## src/rtl/rv32_pkg.sv

```systemverilog
// ---------------------------------------------------------------------------
// rv32_pkg
// Shared definitions for the RV32I pipeline front end.
//   NOP_INSTR         : canonical bubble instruction (addi x0, x0, 0)
//   RESET_PC_DEFAULT  : default reset fetch address
//   if_id_t           : IF/ID pipeline register contents
// Optional feature macro: FETCH_MISALIGN_EN adds the misalign field to if_id_t.
// ---------------------------------------------------------------------------
package rv32_pkg;

    localparam logic [31:0] NOP_INSTR        = 32'h0000_0013;
    localparam logic [31:0] RESET_PC_DEFAULT = 32'h0000_0000;

    typedef struct packed {
        logic        valid;
        logic [31:0] pc;
        logic [31:0] pc4;
        logic [31:0] instr;
`ifdef FETCH_MISALIGN_EN
        logic        misalign;
`endif
    } if_id_t;

    // Entry loaded while reset is asserted.
    function automatic if_id_t if_id_reset_entry();
        if_id_t e;
        e.valid    = 1'b0;
        e.pc       = 32'h0000_0000;
        e.pc4      = 32'h0000_0000;
        e.instr    = NOP_INSTR;
`ifdef FETCH_MISALIGN_EN
        e.misalign = 1'b0;
`endif
        return e;
    endfunction

    // Turns a would-be capture into a bubble; pc/pc4 are kept for debug visibility.
    function automatic if_id_t if_id_bubble(if_id_t src);
        if_id_t e;
        e          = src;
        e.valid    = 1'b0;
        e.instr    = NOP_INSTR;
`ifdef FETCH_MISALIGN_EN
        e.misalign = 1'b0;
`endif
        return e;
    endfunction

endpackage

```

## src/rtl/fetch_stage_if.sv

```systemverilog
// ---------------------------------------------------------------------------
// fetch_stage_if
// Instruction-memory bus between the fetch stage and a combinational IMEM.
//   imem_addr  : word address [31:2] driven by fetch
//   imem_instr : instruction word returned combinationally by the memory
// Modports: master (fetch side), slave (memory side).
// ---------------------------------------------------------------------------
interface fetch_stage_if;
    logic [29:0] imem_addr;
    logic [31:0] imem_instr;

    modport master (output imem_addr, input  imem_instr);
    modport slave  (input  imem_addr, output imem_instr);
endinterface

```

## src/rtl/fetch_stage_if_id_reg.sv

```systemverilog
// ---------------------------------------------------------------------------
// if_id_reg
// Generic pipeline register holding an if_id_t entry.
// Priority: flush > stall > capture.
//   clk, rst_n : clock, asynchronous active-low reset
//   stall      : hold current contents
//   flush      : write a bubble built from d (valid=0, NOP)
//   d          : entry to capture
//   q          : registered entry
// Optional feature macro: FETCH_MISALIGN_EN (misalign field cleared on flush).
// ---------------------------------------------------------------------------
module if_id_reg
    import rv32_pkg::*;
(
    input  logic   clk,
    input  logic   rst_n,
    input  logic   stall,
    input  logic   flush,
    input  if_id_t d,
    output if_id_t q
);

    // IF -> ID stage boundary
    always_ff @(posedge clk or negedge rst_n) begin
        if (!rst_n) begin
            q <= if_id_reset_entry();
        end else if (flush) begin
            q <= if_id_bubble(d);
        end else if (!stall) begin
            q <= d;
        end
    end

endmodule

```

## src/rtl/fetch_stage.sv

```systemverilog
// ---------------------------------------------------------------------------
// fetch_stage
// RV32I instruction fetch: PC register, next-PC mux, IMEM range check and
// the IF/ID pipeline register.
//   clk, rst_n        : clock, asynchronous active-low reset
//   imem              : IMEM bus (master), imem_addr = pc_q[31:2]
//   stall_i           : hold PC and IF/ID
//   flush_i           : invalidate the IF/ID entry being written
//   redirect_i        : load PC from redirect_pc_i (also flushes IF/ID)
//   redirect_pc_i     : redirect byte address
//   pc_o              : current fetch PC
//   if_id_valid_o/pc_o/pc4_o/instr_o : IF/ID entry
//   if_id_misalign_o  : misaligned redirect target marker (FETCH_MISALIGN_EN only)
// Optional feature macro: FETCH_MISALIGN_EN.
// ---------------------------------------------------------------------------
module fetch_stage
    import rv32_pkg::*;
#(
    parameter logic [31:0] RESET_PC   = RESET_PC_DEFAULT,
    parameter int          IMEM_DEPTH = 256
) (
    input  logic               clk,
    input  logic               rst_n,
    fetch_stage_if.master      imem,
    input  logic               stall_i,
    input  logic               flush_i,
    input  logic               redirect_i,
    input  logic [31:0]        redirect_pc_i,
    output logic [31:0]        pc_o,
    output logic               if_id_valid_o,
    output logic [31:0]        if_id_pc_o,
    output logic [31:0]        if_id_pc4_o,
    output logic [31:0]        if_id_instr_o
`ifdef FETCH_MISALIGN_EN
    ,
    output logic               if_id_misalign_o
`endif
);

    logic [31:0] pc_q;
    logic [31:0] pc_plus4;
    logic        in_range;
    logic        kill;
    if_id_t      capture;
    if_id_t      entry;

    assign pc_plus4      = pc_q + 32'd4;
    assign imem.imem_addr = pc_q[31:2];
    assign pc_o          = pc_q;
    assign in_range      = (32'(pc_q[31:2]) < 32'(IMEM_DEPTH));
    assign kill          = flush_i | redirect_i;

    // Fetch PC stage boundary
    always_ff @(posedge clk or negedge rst_n) begin
        if (!rst_n) begin
            pc_q <= RESET_PC;
        end else if (redirect_i) begin
            pc_q <= {redirect_pc_i[31:2], 2'b00};
        end else if (!stall_i) begin
            pc_q <= pc_plus4;
        end
    end

`ifdef FETCH_MISALIGN_EN
    // The unaligned target is remembered until the aligned PC is captured,
    // so ID sees the original address for the trap.
    logic        mis_pending;
    logic [31:0] mis_pc;

    always_ff @(posedge clk or negedge rst_n) begin
        if (!rst_n) begin
            mis_pending <= 1'b0;
            mis_pc      <= 32'h0000_0000;
        end else if (redirect_i) begin
            mis_pending <= |redirect_pc_i[1:0];
            mis_pc      <= redirect_pc_i;
        end else if (flush_i || !stall_i) begin
            mis_pending <= 1'b0;
        end
    end

    always_comb begin
        capture.valid    = in_range;
        capture.pc       = pc_q;
        capture.pc4      = pc_plus4;
        capture.instr    = in_range ? imem.imem_instr : NOP_INSTR;
        capture.misalign = 1'b0;
        if (mis_pending && !kill) begin
            capture.valid    = 1'b1;
            capture.pc       = mis_pc;
            capture.instr    = NOP_INSTR;
            capture.misalign = 1'b1;
        end
    end

    assign if_id_misalign_o = entry.misalign;
`else
    // Target byte-offset bits have no meaning without the misalign feature.
    logic unused_redirect_lsbs;
    assign unused_redirect_lsbs = ^redirect_pc_i[1:0];

    always_comb begin
        capture.valid = in_range;
        capture.pc    = pc_q;
        capture.pc4   = pc_plus4;
        capture.instr = in_range ? imem.imem_instr : NOP_INSTR;
    end
`endif

    if_id_reg u_if_id_reg (
        .clk   (clk),
        .rst_n (rst_n),
        .stall (stall_i),
        .flush (kill),
        .d     (capture),
        .q     (entry)
    );

    assign if_id_valid_o = entry.valid;
    assign if_id_pc_o    = entry.pc;
    assign if_id_pc4_o   = entry.pc4;
    assign if_id_instr_o = entry.instr;

endmodule

```

## src/flat_wrapper.sv

```systemverilog
// flat-port wrapper written by rule: the top's interface ports become plain ports
module fetch_stage_flat import rv32_pkg::*;
#(
    parameter logic [31:0] RESET_PC   = RESET_PC_DEFAULT,
    parameter int          IMEM_DEPTH = 256
)
  (clk, rst_n, stall_i, flush_i, redirect_i, redirect_pc_i, pc_o, if_id_valid_o, if_id_pc_o, if_id_pc4_o, if_id_instr_o, imem_imem_addr, imem_imem_instr);
  fetch_stage_if imem_i ();
  input  logic clk;
  input  logic rst_n;
  input  logic stall_i;
  input  logic flush_i;
  input  logic redirect_i;
  input  logic [31:0] redirect_pc_i;
  output logic [31:0] pc_o;
  output logic if_id_valid_o;
  output logic [31:0] if_id_pc_o;
  output logic [31:0] if_id_pc4_o;
  output logic [31:0] if_id_instr_o;
  output wire logic [$bits(imem_i.imem_addr)-1:0] imem_imem_addr;
  input wire logic [$bits(imem_i.imem_instr)-1:0] imem_imem_instr;
  assign imem_imem_addr = imem_i.imem_addr;
  assign imem_i.imem_instr = imem_imem_instr;
  fetch_stage #(.RESET_PC(RESET_PC), .IMEM_DEPTH(IMEM_DEPTH)) u_core (.clk(clk), .rst_n(rst_n), .imem(imem_i), .stall_i(stall_i), .flush_i(flush_i), .redirect_i(redirect_i), .redirect_pc_i(redirect_pc_i), .pc_o(pc_o), .if_id_valid_o(if_id_valid_o), .if_id_pc_o(if_id_pc_o), .if_id_pc4_o(if_id_pc4_o), .if_id_instr_o(if_id_instr_o));
endmodule
```

## config.mk

```make
export PLATFORM = sky130hd
export DESIGN_NAME = fetch_stage_flat
export DESIGN_NICKNAME = d
export VERILOG_FILES = /design/src/rtl/rv32_pkg.sv /design/src/rtl/fetch_stage_if.sv /design/src/rtl/fetch_stage_if_id_reg.sv /design/src/rtl/fetch_stage.sv /design/src/flat_wrapper.sv
export SDC_FILE = /design/constraint.sdc
export NUM_CORES = 1
export LEC_CHECK = 0
export CAP_MARGIN = 40
export CELL_PAD_IN_SITES_DETAIL_PLACEMENT = 0
export CELL_PAD_IN_SITES_GLOBAL_PLACEMENT = 1
export CORE_AREA = 2 2 146 148
export CTS_CLUSTER_SIZE = 28
export DETAILED_ROUTE_END_ITERATION = 7
export DIE_AREA = 0 0 148 150
export PLACE_DENSITY = 0.84
export SETUP_SLACK_MARGIN = 0.4
export SYNTH_ARGS = -nofsm -noshare
export SYNTH_HDL_FRONTEND = slang
export SYNTH_SLANG_ARGS = --single-unit
export TNS_END_PERCENT = 1
```

## constraint.sdc

```tcl
create_clock -name clk -period 1.7 [get_ports clk]
set_input_delay 0.34 -clock clk [delete_from_list [all_inputs] [get_ports clk]]
set_output_delay 0.34 -clock clk [all_outputs]
set_load 0.03 [all_outputs]
```

======== Word level (Yosys, flattened, before mapping) ========
Cells that the tools add are included.
storage, ports and cells
  bits in registers ....................... 129
  bits of input ports ..................... 69
  output and inout bits ................... 159
  word-level logic and storage cells ...... 15
cells by class
  add/subtract/negate cells ............... 1
  order comparisons ....................... 1
  equal/unequal tests ..................... 2
  mux-type cells .......................... 5
  bitwise logic cells ..................... 1
operator list
  cell                                                                           number
  97-bit 2-to-1 mux                                                              2
  32-bit 2-to-1 mux                                                              3
  32-bit by 3-bit adder with 32-bit output, second input constant                1
  30-bit by 9-bit less-than comparator with 1-bit output, second input constant  1
  2-bit by 1-bit != test with 1-bit output, second input constant                2
  1-bit bitwise OR                                                               1

======== Logic depth before layout (Yosys ltp) ========
  depth after elaboration ................. 4
  gate-level depth with buffers ........... 8
  depth with buffers taken out ............ 6

======== Modules after synthesis ========
From an unflattened synthesis, not the netlist that was laid out.
unflattened totals
  cells, all modules ...................... 642
  area, all modules ....................... 7123.1 um^2
by module, submodules not included
  module       instances  cells each  area an instance (um^2)  seq. area each (um^2)
  if_id_reg    1          243         4028.9                   2431.1
  fetch_stage  1          399         3094.2                   750.7

======== Least setup slack after synthesis ========
No wires, ideal clock.
  kind .................................... flip-flop to flip-flop
  start ................................... register u_core.pc_q[8] (netlist: u_core.pc_o[8])
  end ..................................... register u_core.u_if_id_reg.q[60] (netlist bit)
  setup time .............................. 0.137 ns
  arrival ................................. 1.703 ns
  required time ........................... 1.563 ns
  setup slack ............................. -0.140 ns
  cell stages (with the launch flop) ...... 7
  path buffers ............................ 1
  clock period less this slack ............ 1.840 ns
  cells stage by stage .................... dfrtp_1 buf_2 nand2_1 or4_1 nor4_2 xnor2_1 a21oi_1
between the ends
  longest elaborated chain between the ends .. 3
RTL lines
  what                                        RTL line                     source
  start: declaration                          fetch_stage.sv:40            logic [31:0] pc_q;
  start signal: assignment                    fetch_stage.sv:58            pc_q <= {redirect_pc_i[31:2], 2'b00};
  start signal: assignment                    fetch_stage.sv:60            pc_q <= pc_plus4;
  32-bit by 3-bit adder with 32-bit output *  fetch_stage.sv:47            assign pc_plus4 = pc_q + 32'd4;
  97-bit 2-to-1 mux                           fetch_stage_if_id_reg.sv:29  end else if (!stall) begin
  97-bit 2-to-1 mux *                         fetch_stage_if_id_reg.sv:27  end else if (flush) begin
  end signal: assignment                      fetch_stage_if_id_reg.sv:26  q <= if_id_reset_entry();
  end signal: assignment                      fetch_stage_if_id_reg.sv:28  q <= if_id_bubble(d);
  end: declaration                            fetch_stage_if_id_reg.sv:20  output if_id_t q
Every way passes the cells marked *; elsewhere a longest branch is shown, timed or not. The select of a mux whose other input is x is not followed.
A chain may end at the register's enable or synchronous reset.

======== Final worst setup path ========
  start ................................... register u_core.pc_q[15] (netlist: u_core.pc_o[15])
  end ..................................... register u_core.u_if_id_reg.q[0] (netlist bit)
between the ends
  longest elaborated chain between the ends .. 4
RTL lines
  what                                                    RTL line                     source
  30-bit by 9-bit less-than comparator with 1-bit output  fetch_stage.sv:50            assign in_range = (32'(pc_q[31:2]) < 32'(IMEM_DEPTH));
  32-bit 2-to-1 mux                                       fetch_stage.sv:106           capture.instr = in_range ? imem.imem_instr : NOP_INSTR;
  97-bit 2-to-1 mux                                       fetch_stage_if_id_reg.sv:29
  97-bit 2-to-1 mux                                       fetch_stage_if_id_reg.sv:27
Every way passes these cells. The select of a mux whose other input is x is not followed.

==> metrics.csv <==
metric;value;unit
status;finished, violations left;
violations;setup timing;
cp.arrival;2.14;ns
ff2ff_path_depth;6;
hpwl;13800;µm
nNetsFinal;937;
cts_tree;yes;
period_needed;1.79;ns
power.density;984;nW/µm²
grt_pass1_wl;29900;µm
worst-path-buf-inv;3;
groute.usage.overall;17.4;%
timing.rr.end;u_core.u_if_id_reg.q[0];
drive_gt1_share;32.7;%
drt_first_pass_iters;4;
met3_usage;6.01;%
ys_seq_elements;123;
wirelength;19000;µm
gp_congestion;0.816;
antenna_found_initial;1;
stdcell_count;1154;
worst_setup_path_end_kind;flip-flop;
grt-ovfl-total;0;
clock_latency;0.42;ns
diodes;0;
grt-busiest-layer;met2;
core-area;20700;µm²
max_freq;559;MHz
synth-seq-area-share;50.5;%
reg2reg_setup_slack;-0.09;ns
worstHoldPathType;input port to asynchronous set/reset pin;
row_count;53;
use_met2;28.0;%
drc;0;
synth_area;6100;µm²
hold_violations;0;
report.final.slew_viol_count;0;
finClkSkew;0.0116;ns
multi_input_comb_area;2410;µm²
setup_viol;40;
crit_fanout;3;
path_clk_slew;0.06;ns
preCtsSetupSlack;-0.232;ns
cp_slowest_cell;dfrtp_1;
io_buffers;219;
critPathTopFamily;simple AND/OR/NAND/NOR gates;
die_w;148;µm
worst-setup-path-type;flip-flop to flip-flop;
avgSynthCellArea;9.38;µm²
htree_levels;4;
rsz0062_at_grt;yes;
grt_util_met1;22.3;%
fp.dieH;150;µm
drt_first_iter_violations;251;
timing.final.ws_setup;-0.0899;ns
grt_pass1_vias;5311;
root_buffer;clkbuf_16;
cts.sink_count;123;
path_cells;nor4_4 > buf_4 > nand4_1 > buf_4 > buf_4 > o32a_1;
routed_via_density;4.60;
initial_utilization;29.5;%
syn-instance-count;650;
yosys_warnings;0;
wl_per_cell;16.5;µm
die-area;22200;µm²
vdd_drop_max;0.680;mV
area_growth_syn_to_layout;57.4;%
crit_path_start_kind;flip-flop;
cap_violations;0;
pin_count;228;
clock_path_buffers;2;
slowest_delay;0.43;ns
numCtsBuffers;17;
grt_start_max_net_pins;62;
p_leak;4.36;nW
ys_types;37;
rr_startpoint;u_core.pc_o[15];
ff_latch_area;3090;µm²
worstPathRequired;2.05;ns
fin_crit_sh;105;%
antenna_left;0;
cpMostUsedCell;buf_4;
vias;5306;
dp.cells;1111;
fillers;2004;
==> power breakdown <==
part           switching (mW)  internal, mW
registers               0.208          3.17
clock network            1.42          2.29
logic                    1.33          1.02
==> per-layer routing <==
metal | share of wire, % | wire [µm]
met1 | 43 | 8180
met2 | 48 | 9070
met3 | 8.0 | 1510
met4 | 1.2 | 234
met5 | 0.084 | 16
==> flip-flops by register name (all words and copies together) (netlist names) <==
signal                cells
u_core.u_if_id_reg.q     93
u_core.pc_o              30
==> layout make-up <==
cell class / count / share of cell area [%]
Timing Repair Buffer: 311 / 32.8
Sequential cell: 123 / 32.2
Multi-Input combinational cell: 414 / 25.1
Clock buffer: 20 / 4.86
Tap cell: 275 / 3.59
Clock inverter: 11 / 1.40
==> cell usage after synthesis <==
| master | instances | area, µm² |
|---|---|---|
| a211o_1 | 1 | 8.76 |
| a21o_1 | 1 | 7.51 |
| a21oi_1 | 1 | 5.00 |
| a22o_1 | 30 | 263 |
| and2_1 | 6 | 37.5 |
| and3_1 | 3 | 18.8 |
| and3_2 | 1 | 7.51 |
| and4_1 | 5 | 43.8 |
| buf_2 | 10 | 50.1 |
| buf_4 | 66 | 495 |
| buf_6 | 1 | 11.3 |
| clkbuf_1 | 41 | 154 |
| conb_1 | 1 | 3.75 |
| dfrtp_1 | 120 | 3000 |
| dfstp_2 | 3 | 78.8 |
| ha_1 | 1 | 12.5 |
| mux2i_1 | 1 | 10.0 |
| nand2_1 | 162 | 608 |
| nand3_1 | 22 | 110 |
| nand3_4 | 1 | 17.5 |
| nand3b_1 | 1 | 7.51 |
| nand4_1 | 18 | 113 |
| nand4b_1 | 2 | 17.5 |
| nor2_1 | 13 | 48.8 |
| nor2b_1 | 3 | 18.8 |
| nor3_1 | 7 | 35.0 |
| nor4_1 | 9 | 56.3 |
| nor4_2 | 1 | 12.5 |
| nor4_4 | 1 | 21.3 |
| o21a_1 | 1 | 7.51 |
| o21ai_0 | 55 | 275 |
| o21ai_1 | 1 | 5.00 |
| o32a_1 | 3 | 30.0 |
| or3_1 | 1 | 6.26 |
| or4_1 | 1 | 7.51 |
| xnor2_1 | 16 | 140 |
| xor2_1 | 40 | 350 |
==> cells by family after synthesis <==
group,synth area share [%]
AO/OA/AOI/OAI,9.87
XOR/XNOR,8.04
adder cells (fa/ha/maj),0.205
buffers and inverters,11.7
flip-flops,50.5
multiplexers,0.164
other,0.0615
AND/OR/NAND/NOR,19.5
==> cells in the final DEF (no fill, tap or decap), types with 5 or more instances in the layout <==
cell             instances
nand4_1                 18
nand2_1                159
nor3_1                   5
clkdlybuf4s15_1          7
nor2_1                  12
buf_2                   10
clkdlybuf4s50_1         64
buf_4                   71
nor4_1                   5
nor4_4                   5
and2_1                   5
dlygate4sd2_1           13
buf_12                  11
nand3_1                 22
clkbuf_16               17
dfrtp_2                 10
o21ai_0                 40
xnor2_1                 16
conb_1                   6
a22o_1                  30
o21ai_1                 16
buf_6                  129
dfrtp_1                110
xor2_1                  40
==> worst max-delay path by stage <==
| stage | startpoint | endpoint | slack [ns] | cells after the start |
|---|---|---|---|---|
| 6_report | u_core.pc_o[15] | u_core.u_if_id_reg.q[0] | -0.09 | 6 |
| 5_1_grt | u_core.pc_o[10] | u_core.u_if_id_reg.q[63] | -0.15 | 7 |
| 4_1_cts | u_core.pc_o[22] | imem_imem_addr[20] | -0.06 | 2 |
| 3_5_place_dp | u_core.pc_o[16] | u_core.u_if_id_reg.q[19] | -0.23 | 6 |
| 3_3_place_gp | u_core.pc_o[16] | u_core.u_if_id_reg.q[13] | -0.21 | 6 |
| 2_1_floorplan | u_core.pc_o[16] | u_core.u_if_id_reg.q[58] | -0.04 | 7 |
==> metrics by stage <==
stage / cell area, µm² / total power, mW / util, % / setup TNS [ns] / hold slack (ns)
after detailed placement: 8680 / 5.68 / 42.0 / -11.93 / 0.279
after global routing: 9600 / 9.83 / 46.4 / -5.07 / 0.440
after CTS: 9520 / 9.51 / 46.0 / -1.01 / 0.410
after global placement: 8680 / 5.65 / 42.0 / -9.87 / 0.275
final: 9600 / 9.44 / 46.4 / -1.19 / 0.403
after floorplan: 6160 / 4.70 / - / -1.26 / 0.0444
==> worst register-to-register path: cells and delay by family, from the launching register on <==
kind | cells | cell delay [ns]
simple gates | 2 | 0.54
buf+inv | 3 | 0.48
flops | 1 | 0.43
compound gates | 1 | 0.28
==> timing repair <==
action	in CTS	in global routing
setup endpoints to repair	263	274
endpoints found under the hold margin	33	0
gates cloned	0	1
hold buffers	1	0
gates resized for setup	935	10
pin swaps	34	10
buffers inserted	3	7
No activity file was read; power rests on OpenSTA's default activity.
